**src/rtl/elevator_controller.sv**
```systemverilog
// Single-car elevator controller: latches floor requests, sweeps in the current
// direction while requests remain beyond the car, and holds the door open on arrival.
module elevator_controller #(
  parameter int unsigned TRAVEL_CYCLES = 4,
  parameter int unsigned DOOR_CYCLES   = 8
) (
  input  logic        clk,
  input  logic        reset,
  input  logic        req_valid,
  input  logic [3:0]  req_floor,
  input  logic [3:0]  cur_floor,
  output logic        move_en,
  output logic        move_up,
  output logic        door_open,
  output logic [1:0]  state,
  output logic [15:0] pending
);

  typedef enum logic [1:0] {
    IDLE      = 2'd0,
    MOVE_UP   = 2'd1,
    MOVE_DOWN = 2'd2,
    DOOR_OPEN = 2'd3
  } state_t;

  localparam logic [7:0] TRAVEL_LAST = 8'(TRAVEL_CYCLES - 1);
  localparam logic [7:0] DOOR_LAST   = 8'(DOOR_CYCLES - 1);

  state_t      state_q, state_d;
  logic [7:0]  timer_q, timer_d;
  logic        dir_q, dir_d;
  logic [15:0] pending_q, pending_d;

  logic [15:0] floor_bit, upto_mask, above_mask, below_mask, set_mask, clr_mask;
  logic        has_above, has_below, here_req, door_restart, clear_here;
  logic        going_up, beyond, at_end;

  // Masks of floors strictly above / below the car; at floor 15 the shift
  // overflows to zero so upto_mask becomes all ones and nothing is "above".
  assign floor_bit  = 16'd1 << cur_floor;
  assign upto_mask  = (floor_bit << 1) - 16'd1;
  assign above_mask = ~upto_mask;
  assign below_mask = floor_bit - 16'd1;
  assign has_above  = |(pending_q & above_mask);
  assign has_below  = |(pending_q & below_mask);
  assign here_req   = pending_q[cur_floor];

  assign going_up = (state_q == MOVE_UP);
  assign beyond   = going_up ? has_above : has_below;
  assign at_end   = going_up ? (cur_floor == 4'd15) : (cur_floor == 4'd0);

  // A call for the floor the door is already open at just extends the door time.
  assign door_restart = (state_q == DOOR_OPEN) && req_valid && (req_floor == cur_floor);

  // NOTE: every signal assigned in this block gets a default first, so no
  // path through the case statement can leave one unassigned and infer a latch.
  always_comb begin
    state_d    = state_q;
    timer_d    = timer_q;
    dir_d      = dir_q;
    clear_here = 1'b0;
    unique case (state_q)
      IDLE: begin
        timer_d = 8'd0;
        if (here_req) begin
          state_d    = DOOR_OPEN;
          clear_here = 1'b1;
        end else if (has_above && (dir_q || !has_below)) begin
          state_d = MOVE_UP;
          dir_d   = 1'b1;
        end else if (has_below) begin
          state_d = MOVE_DOWN;
          dir_d   = 1'b0;
        end
      end
      MOVE_UP, MOVE_DOWN: begin
        if (timer_q == 8'd0 && here_req) begin
          state_d    = DOOR_OPEN;
          timer_d    = 8'd0;
          clear_here = 1'b1;
        end else if ((timer_q == 8'd0 && !beyond) || at_end) begin
          state_d = IDLE;
          timer_d = 8'd0;
        end else if (timer_q == TRAVEL_LAST) begin
          timer_d = 8'd0;
        end else begin
          timer_d = timer_q + 8'd1;
        end
      end
      DOOR_OPEN: begin
        if (door_restart) begin
          timer_d = 8'd0;
        end else if (timer_q == DOOR_LAST) begin
          state_d = IDLE;
          timer_d = 8'd0;
        end else begin
          timer_d = timer_q + 8'd1;
        end
      end
      default: state_d = IDLE;
    endcase
  end

  // Clearing the serviced floor overrides a same-cycle request for it.
  assign set_mask  = (req_valid && !door_restart) ? (16'd1 << req_floor) : 16'd0;
  assign clr_mask  = clear_here ? floor_bit : 16'd0;
  assign pending_d = (pending_q | set_mask) & ~clr_mask;

  // NOTE: sequential state uses non-blocking assignments so every register
  // samples the pre-edge values regardless of statement order.
  always_ff @(posedge clk or posedge reset) begin
    if (reset) begin
      state_q   <= IDLE;
      timer_q   <= 8'd0;
      dir_q     <= 1'b1;
      pending_q <= 16'd0;
    end else begin
      state_q   <= state_d;
      timer_q   <= timer_d;
      dir_q     <= dir_d;
      pending_q <= pending_d;
    end
  end

  // Outputs are pure decodes of registered state.
  assign move_en   = (state_q == MOVE_UP || state_q == MOVE_DOWN) && (timer_q == TRAVEL_LAST);
  assign move_up   = dir_q;
  assign door_open = (state_q == DOOR_OPEN);
  assign state     = state_q;
  assign pending   = pending_q;

endmodule

```
**config.mk**
```make
export PLATFORM = sky130hd
export DESIGN_NAME = elevator_controller
export DESIGN_NICKNAME = d
export VERILOG_FILES = /design/src/rtl/elevator_controller.sv
export SDC_FILE = /design/constraint.sdc
export NUM_CORES = 1
export LEC_CHECK = 0
export BUFFER_PORTS_ARGS = -buffer_cell sky130_fd_sc_hd__buf_2
export CAP_MARGIN = 25
export CORE_MARGIN = 5
export CORE_UTILIZATION = 58
export CTS_CLUSTER_DIAMETER = 80
export DETAILED_ROUTE_END_ITERATION = 16
export PLACE_DENSITY = 0.86
export SLEW_MARGIN = 30
export SYNTH_ARGS = -nofsm -noshare
export SYNTH_HDL_FRONTEND = slang
export SYNTH_SLANG_ARGS = --single-unit
```
**constraint.sdc**
```tcl
create_clock -name clk -period 3.2 [get_ports clk]
set_input_delay 0.32 -clock clk [delete_from_list [all_inputs] [get_ports clk]]
set_output_delay 0.32 -clock clk [all_outputs]
set_load 0.02 [all_outputs]
```
# After elaboration in Yosys (flattened, before gate mapping)

Index checks and enable logic that the tools add are counted.

Bits in registers: 27
Output and inout bits: 21

Add/sub/neg operators: 3
Order comparisons: 1
Equal/unequal tests: 11
Shift operators: 2
Muxes and demuxes: 25
Bitwise gates (word level): 7
Reductions and logical operators: 22

Operators with widths:

| cell                                                | number |
|---|---|
| bitwise AND 16 bit                                  | 3 |
| two-way mux 8 bit                                   | 5 |
| two-way mux 16 bit                                  | 2 |
| NOT 16 bit                                          | 2 |
| OR reduction 16 bit                                 | 2 |
| left shift 1 x 4 -> 16 bit, first input constant    | 2 |
| subtractor 16 x 1 -> 16 bit, second input constant  | 2 |
| case mux 8 bit (3 select lines)                     | 1 |
| bitwise OR 16 bit                                   | 1 |
| two-way mux 2 bit                                   | 7 |
| adder 8 x 1 -> 8 bit, second input constant         | 1 |
| equality test 8 x 2 -> 1 bit, second input constant | 1 |
| equality test 8 x 3 -> 1 bit, second input constant | 1 |
| logical NOT 8 bit                                   | 1 |
| logical AND 1 bit                                   | 7 |
| two-way mux 1 bit                                   | 7 |
| case mux 2 bit (3 select lines)                     | 1 |
| < comparator 4 x 5 -> 1 bit, second input constant  | 1 |
| binary-select mux 1 bit (select 4 bit)              | 1 |
| equality test 2 bit, second input constant          | 2 |
| equality test 4 bit                                 | 1 |
| equality test 4 bit, second input constant          | 1 |
| logical NOT 4 bit                                   | 1 |
| != test 4 bit, second input constant                | 1 |
| other kinds (13)                                    | 17 |

# Longest topological paths before layout

Gate-level depths: netlist of the first run.

Word-level depth: 12
Depth in mapped cells: 16
Depth with buffers taken out: 11

# Least setup slack after synthesis of the first run

OpenSTA, ideal clock, no wires.

Path type: input-to-reg
Start: input port cur_floor[1]
End: register state_q[0], in the netlist state[0]
Data arrival time: 3325 ps
Data required time: 3075 ps
Path slack: -250 ps
Stages on the path: 15
Cell sequence: buf_4 > buf_4 > buf_6 > nor2b_1 > nand2_1 > ha_1 > buf_2 > buf_2 > a22oi_1 > o221ai_1 > or4_1 > nor4_2 > and3_1 > a211o_1 > mux2_4

Word-level cells in the longest chain between the ends: 11
Elaborated cells on any way between the ends: 31
Those cells by class: add/sub: 2; eq/ne: 5; shift: 1; mux: 8; bitwise: 3; reduce/logical: 12

RTL lines:

| what                                 | RTL line | text |
|---|---|---|
| from (decl)                          | 11       | `input logic [3:0] cur_floor,` |
| left shift 1 x 4 -> 16 bit           | 40       | `assign floor_bit = 16'd1 << cur_floor;` |
| subtractor 16 x 1 -> 16 bit          | 41       | `assign upto_mask = (floor_bit << 1) - 16'd1;` |
| NOT 16 bit                           | 42       | `assign above_mask = ~upto_mask;` |
| bitwise AND 16 bit                   | 44       | `assign has_above = \|(pending_q & above_mask);` |
| OR reduction 16 bit                  | 44       |  |
| two-way mux 1 bit                    | 49       | `assign beyond = going_up ? has_above : has_below;` |
| logical NOT 1 bit                    | 81       | `end else if ((timer_q == 8'd0 && !beyond) \|\| at_end) begin` |
| logical AND 1 bit                    | 81       |  |
| logical OR 1 bit                     | 81       |  |
| != test 3 bit (no source line)       | --       |  |
| AND reduction 4 bit (no source line) | --       |  |
| to (signal assigned)                 | 118      | `state_q <= state_d;` |
| to (decl)                            | 29       | `state_t state_q, state_d;` |

Several ways; a longest one is shown, not always the timed one. The select of a mux whose other input is x is not followed.
A chain may end at the register's enable or synchronous reset.

# Final worst setup path of the first run

Start: input port cur_floor[2]
End: register state_q[1], in the netlist state[1]

Same word-level chain as after synthesis.

==> results by group, run 1 <==
Critical path
  • Reg2Reg Depth: 8
  • Worst EP required: 3.36 ns
  • Crit Path Max Fanout: 22
  • Critical path endpoint category: flip-flop
  • CP Class: input pin to flip-flop
  • R2R Setup Slk: 0.49 ns
  • R2r startpoint: pending[5]$_DFF_PP0_
  • WP data arrival: just over 3 ns
  • CP startpoint kind: input pin
  • Slowest-stage cell, CP: or4_1
  • R2R Path End: state[1]$_DFFE_PP0P_
  • CP max stage delay: 0.54 ns
  • Worst path bufs/invs: 1
  • Critical path's top delay family: simple AND/OR/NAND/NOR gates
  • CP Cell Sequence: buf_2 -> nor2_2 -> nand2_1 -> ha_2 -> and2_1 -> o211ai_1 -> nand4_1 -> or4_1 -> o21ai_1 -> o211ai_2 -> a211o_1 -> mux2_4

Timing
  • Sum Neg Setup Slack: 0 ns
  • Final Setup Violations: 0
  • Pins Over Slew Limit: 0
  • Slew headroom: 48.4%
  • F_max: 0.341 GHz
  • Final period util: between 90 and 100%
  • Min cycle time layout: 2.93 ns
  • Slew @ Worst Pin: 0.766 ns
  • Hold Fails Final Rpt: 0
  • Unrepaired setup endpoints after global routing: no
  • Fin Clk Skew: 0.00553 ns

Logic synthesis
  • Netlist Area Pre-Place: 2270 µm²
  • Main synth FF type: dfrtp_1
  • Mux contribution to synthesized area: 5.94%
  • Seq/Total Area, Yosys: 29.8%
  • Post-synth ARST share: 100%
  • Synth Instances: 268
  • Synthesized Nets: roughly 290
  • Xor/xnor cell area share of the yosys netlist: 3.85%
  • Post-synth EDFFs: 0
  • Seq cells post-synth: 27
  • Syn_area_per_cell: approximately 8.5 µm²
  • Synth Area in Compound Gates: 24.5%
  • Synth Area in Simple Gates: 24.5%
  • Largest family of logic cells by synthesized area: simple AND/OR/NAND/NOR gates
  • Synth Area in Adders: 3.30%
  • Synth Warn #: 0
  • Distinct cells, synth: 61

Final layout
  • Final instance area: approximately 2500 µm²
  • FF/Latch Area: a little under 700 µm²
  • Area of the multi-input gates: between 1000 and 1500 µm²
  • Layout cells sized above 1: a little over a fifth
  • Fillers: 313
  • Commonest non-fill, non-tap cell in the layout: a21oi_1
  • Synthesis-to-finish area growth: 10.2%
  • Ant diodes: 0
  • Nets: approximately 320
  • Commonest cells after routing, fill and taps aside: a21oi_1 (35), buf_2 (31), dfrtp_1 (26), nand2_1 (18), inv_1 (16)

Drt
  • Post-DR vias/cell: 6.72
  • Via count: 2,317
  • Routed Antenna Nets: 0
  • Router iterations before antenna repair: 5
  • Wire per inst: 18.2 µm
  • Drc violations: 0
  • Met1 wire length: 2660 µm
  • DR WL met2: approximately 2900 µm
  • Initial DRC Count: 288
  • Top layer in use: met4
  • Met3 WL: 575 µm
  • Routed wire length: 6280 µm

Worst hold path
  • Hold crit path type: input pin to asynchronous set/reset pin

Global route
  • Vias in the first global route: 2,191
  • GRT Total Usage: between 20% and 30%
  • Antenna violations before repair: 0
  • Largest net degree at the start of global routing: 30
  • Total gr overflow: 0
  • Wire length of the first global-routing pass: between 10,000 and 15,000 µm

Clocking
  • Clk buf depth: 2
  • Cts repair resizes: 0
  • Clk sinks: 27
  • Root Buffer: clkbuf_8
  • CTS clk-pin slew, worst paths: roughly 0.090 ns
  • Hold_buf cts: 0
  • Post-CTS Setup Repair Bufs: 0
  • CTS tree: built
  • Clock buffer count from CTS: 3
  • Worst skew pair latency: 0.27 ns
  • H-tree Lvls: 1

Placement
  • GPL Wtd Cong: a little over 1
  • DP HPWL: 4680 µm
  • Number of port buffers: 31
  • Placed Area: roughly 2500 µm²

Power and ir drop
  • Leak: 1.10 nW
  • VDD IR max: 0.000624 V
  • Pwr Density: 781 nW/µm²

Die
  • Ports: 32
  • Die W: between 70 and 80 µm
  • DIE AREA: ~5300 µm²
  • CORE AREA: roughly 3700 µm²
  • Rows: 22
  • Die Y-Extent: 72.6 µm
  • Initial Utilization: 61.2%

Job
  • Max-Cap Viols: 0

Outcome
  • Outcome: complete, no violations
area by class of cell:
| class | count | area share, % |
|---|---|---|
| Timing Repair Buffer | 41 | 9.19 |
| Multi-Input combinational cell | 208 | 57.0 |
| Sequential cell | 27 | 27.0 |
| Tap cell | 48 | 2.40 |
| Inverter | 17 | 2.55 |
| Clock buffer | 4 | 1.80 |
per-stage QoR:
stage / total power [mW] / std cells / setup slack [ns] / hold slack (ns) / util [%]
6_report: 1.96 / 345 / 0.266 / 0.0911 / 67.4
4_1_cts: 1.94 / 345 / 0.316 / 0.111 / 67.4
3_3_place_gp: 1.72 / 341 / 0.158 / 0.459 / 66.2
2_1_floorplan: 1.37 / 268 / 0.0195 / 0.372 / -
5_1_grt: 2.07 / 345 / 0.0713 / 0.135 / 67.4
3_5_place_dp: 1.74 / 341 / 0.0174 / 0.409 / 66.2
cells by family (layout without fill, tap and decap cells):
family	count (synthesis)	in the layout
adder cells (fa/ha/maj)	6	6
buffers and inverters	33	62
AO/OA/AOI/OAI	84	84
AND/OR/NAND/NOR	101	101
multiplexers	7	7
flip-flops	27	27
XOR/XNOR	10	10
flip-flops by register name (all words and copies together), names as in the netlist:
| signal | count |
|---|---|
| timer_q | 8 |
| state | 2 |
| pending | 16 |
| move_up | 1 |
per-layer routing:
metal / track usage (%) / vias to the layer above
met5: 0 / -
met4: 9.02 / 0
met3: 4.41 / 22
met2: 37.1 / 148
met1: 35.3 / 1090
li1: - / 1057
where the power goes:
group / switching (mW) / internal, mW / total, mW
registers: 0.216 / 0.462 / 0.678
logic: 0.631 / 0.455 / 1.09
clock network: 0.102 / 0.0890 / 0.191
total: 0.950 / 1.01 / 1.96
cells in the mapped netlist (7+ instances only):
library cell / number / area [µm²]
nor2b_1: 7 / 43.8
nand3_1: 10 / 50.1
nand2_1: 18 / 67.6
nor2_1: 15 / 56.3
and3_1: 7 / 43.8
inv_1: 17 / 63.8
nor3_1: 12 / 60.1
a21oi_1: 35 / 175
xor2_1: 7 / 61.3
dfrtp_1: 26 / 651
a31oi_1: 7 / 43.8
worst max path at each step:
stage	from	to	slack, ns	depth (start not counted)
2_1_floorplan	cur_floor[1]	state[0]$_DFFE_PP0P_	0.02	15
3_3_place_gp	cur_floor[0]	state[0]$_DFFE_PP0P_	0.16	12
3_5_place_dp	cur_floor[2]	state[1]$_DFFE_PP0P_	0.02	12
4_1_cts	cur_floor[2]	state[1]$_DFFE_PP0P_	0.32	12
5_1_grt	cur_floor[2]	state[1]$_DFFE_PP0P_	0.07	12
6_report	cur_floor[2]	state[1]$_DFFE_PP0P_	0.27	12
(Power assumes the default switching activity.)
==> run 2: changes to the inputs <==
- BUFFER_PORTS_ARGS: -buffer_cell sky130_fd_sc_hd__buf_2 -> default
- CORE_UTILIZATION: 58 -> 64
- DONT_BUFFER_PORTS: default -> 1
- PLACE_DENSITY: 0.86 -> 0.85
==> run 2 against run 1 <==
Compared with the run above:
- hold slack gained 0.093 ns
- clock-buffer cell count is the same
- via count shrank 9.0%
- combinational power shrank 29%
- power shrank 11%
- die area shrank 8.1%
- sequential share of layout area grew 2.6 points
- global-route usage grew 0.57 points
- wire length shrank 5.6%
- register-to-register slack lost 0.10 ns
- fmax grew 4.2%
- critical path depth shrank 5
==> results by group, run 2 (same netlist as run 1, synthesis figures left out) <==
Outcome
  • Outcome: complete, no violations

Clocking
  • Clk buf depth: 2 (unchanged)
  • Post-CTS Setup Repair Bufs: 0 (unchanged)
  • Clk sinks: 27 (unchanged)
  • Cts repair resizes: 0 (unchanged)
  • CTS clk-pin slew, worst paths: 0.14 ns (+0.05 ns)
  • H-tree Lvls: 1 (unchanged)
  • CTS tree: built
  • Root Buffer: clkbuf_4
  • Clock buffer count from CTS: 3 (unchanged)
  • Worst skew pair latency: 0.31 ns (+0.04 ns)
  • Hold_buf cts: 0 (unchanged)

Power and ir drop
  • Leak: 0.940 nW (-15%)
  • Pwr Density: 763 nW/µm² (-2.3%)
  • VDD IR max: 0.000735 V (+18%)

Timing
  • Final Setup Violations: 0 (unchanged)
  • Final period util: 88.0% (-3.7 points)
  • Min cycle time layout: 2.81 ns (-0.119 ns)
  • Slew headroom: 43.5% (-4.9 points)
  • Fin Clk Skew: 0.00212 ns (-0.00342 ns)
  • Slew @ Worst Pin: 0.840 ns (+0.0735 ns)
  • F_max: 0.355 GHz (+4.2%)
  • Unrepaired setup endpoints after global routing: no
  • Pins Over Slew Limit: 0 (unchanged)
  • Hold Fails Final Rpt: 0 (unchanged)
  • Sum Neg Setup Slack: 0 ns (unchanged)

Placement
  • Number of port buffers: 0 (-100%)
  • GPL Wtd Cong: 0.949 (-6.5%)
  • Placed Area: 2250 µm² (-8.5%)
  • DP HPWL: 4290 µm (-8.2%)

Critical path
  • Worst EP required: 3.42 ns (+0.06 ns)
  • Crit Path Max Fanout: 8 (-64%)
  • WP data arrival: 3.03 ns (-0.06 ns)
  • Critical path endpoint category: flip-flop
  • CP Class: flip-flop to flip-flop
  • CP startpoint kind: flip-flop

Global route
  • Antenna violations before repair: 0 (unchanged)
  • Largest net degree at the start of global routing: 34 (+13%)
  • Vias in the first global route: 2,118 (-3.3%)
  • Wire length of the first global-routing pass: 10,200 µm (-1.5%)
  • Total gr overflow: 0 (unchanged)
  • GRT Total Usage: 25.2% (+0.57 points)

Die
  • Die Y-Extent: 69.6 µm (-4.1%)
  • CORE AREA: 3390 µm² (-8.8%)
  • DIE AREA: 4840 µm² (-8.1%)
  • Initial Utilization: 67.1% (+5.9 points)
  • Die W: 69.6 µm (-4.1%)
  • Ports: 32 (unchanged)
  • Rows: 21 (-4.5%)

Final layout
  • Final instance area: 2290 µm² (-8.7%)
  • Synthesis-to-finish area growth: 0.550%
  • Commonest non-fill, non-tap cell in the layout: a21oi_1
  • Ant diodes: 0 (unchanged)
  • Layout cells sized above 1: 9.62% (-12 points)
  • Nets: 278 (-12%)
  • Fillers: 279 (-11%)
  • Commonest cells after routing, fill and taps aside: a21oi_1 (35), dfrtp_1 (26), nand2_1 (18), inv_1 (16), nor2_1 (15)
  • Largest register FFs: 16 (unchanged)

Drt
  • Wire per inst: 19.4 µm (+6.4%)
  • Post-DR vias/cell: 6.89 (+2.6%)
  • Via count: 2,109 (-9.0%)
  • Router iterations before antenna repair: 9 (+4)
  • Routed Antenna Nets: 0 (unchanged)
  • Routed wire length: 5930 µm (-5.6%)
  • Drc violations: 0 (unchanged)
  • Initial DRC Count: 265 (-8.0%)

Job
  • Max-Cap Viols: 0 (unchanged)

Worst hold path
  • Hold crit path type: input pin to flip-flop
## run 2: changes by cell type in the layout (fill, tap and decap cells not counted)
| cell | change |
|---|---|
| buf_2 | -31 |
| buf_4 | -7 |
| clkbuf_4 | +3 |
| clkbuf_8 | -3 |
| dlygate4sd3_1 | +1 |
## run 2: worst paths after layout
| check | endpoint | slack (ns) | cells after the start | start |
|---|---|---|---|---|
| worst min-delay path | pending[9]$_DFF_PP0_ | 0.18 | 2 | cur_floor[1] |
| min in group asynchronous | pending[10]$_DFF_PP0_ | 0.50 | 2 | reset |
| worst min register to register | timer_q[0]$_DFF_PP0_ | 0.50 | 1 | timer_q[0]$_DFF_PP0_ |
| max in group asynchronous | move_up$_DFFE_PP1P_ | 2.33 | 2 | reset |
| worst max register to register | state[0]$_DFFE_PP0P_ | 0.39 | 7 | pending[5]$_DFF_PP0_ |
| worst max-delay path | state[0]$_DFFE_PP0P_ | 0.39 | 7 | pending[5]$_DFF_PP0_ |
## run 2: power breakdown
group	total, mW	leakage, nW	switching (mW)	internal (mW)
clock network	0.145	0.0150	0.0965	0.0486
registers	0.821	0.326	0.364	0.458
logic	0.778	0.598	0.414	0.364
total	1.74	0.940	0.874	0.870
## run 2: per-layer routing
metal / GRT usage, % / wire length, µm
met4: 9.11 / 174
met5: 0 / 0
met1: 34.5 / 2480
met2: 38.9 / 2710
met3: 5.65 / 569
## run 2: critical path, stage by stage (launching register included)
cell and delay, ns:
dfrtp_1 0.57, mux4_1 0.56, mux2_2 0.29, a22oi_2 0.41
o21ai_1 0.17, o211ai_2 0.21, a211o_1 0.21, mux2_4 0.30
## run 2: per-stage QoR
stage / setup WS, ns / power, mW / hold WS, ns / cells / util, %
3_3_place_gp: 0.232 / 1.56 / 0.462 / 301 / 66.4
2_1_floorplan: 0.0195 / 1.37 / 0.372 / 268 / -
5_1_grt: 0.169 / 1.86 / 0.182 / 306 / 67.4
4_1_cts: 0.415 / 1.72 / 0.145 / 305 / 67.1
6_report: 0.385 / 1.74 / 0.184 / 306 / 67.4
3_5_place_dp: 0.168 / 1.57 / 0.480 / 301 / 66.4
## run 2: area by class of cell
| cell class | count | area [µm²] | share of cell area (%) |
|---|---|---|---|
| Multi-Input combinational cell | 208 | 1430 | 62.5 |
| Sequential cell | 27 | 677 | 29.6 |
| Inverter | 17 | 63.8 | 2.79 |
| Tap cell | 46 | 57.6 | 2.52 |
| Timing Repair Buffer | 4 | 32.5 | 1.42 |
| Clock buffer | 4 | 26.3 | 1.15 |
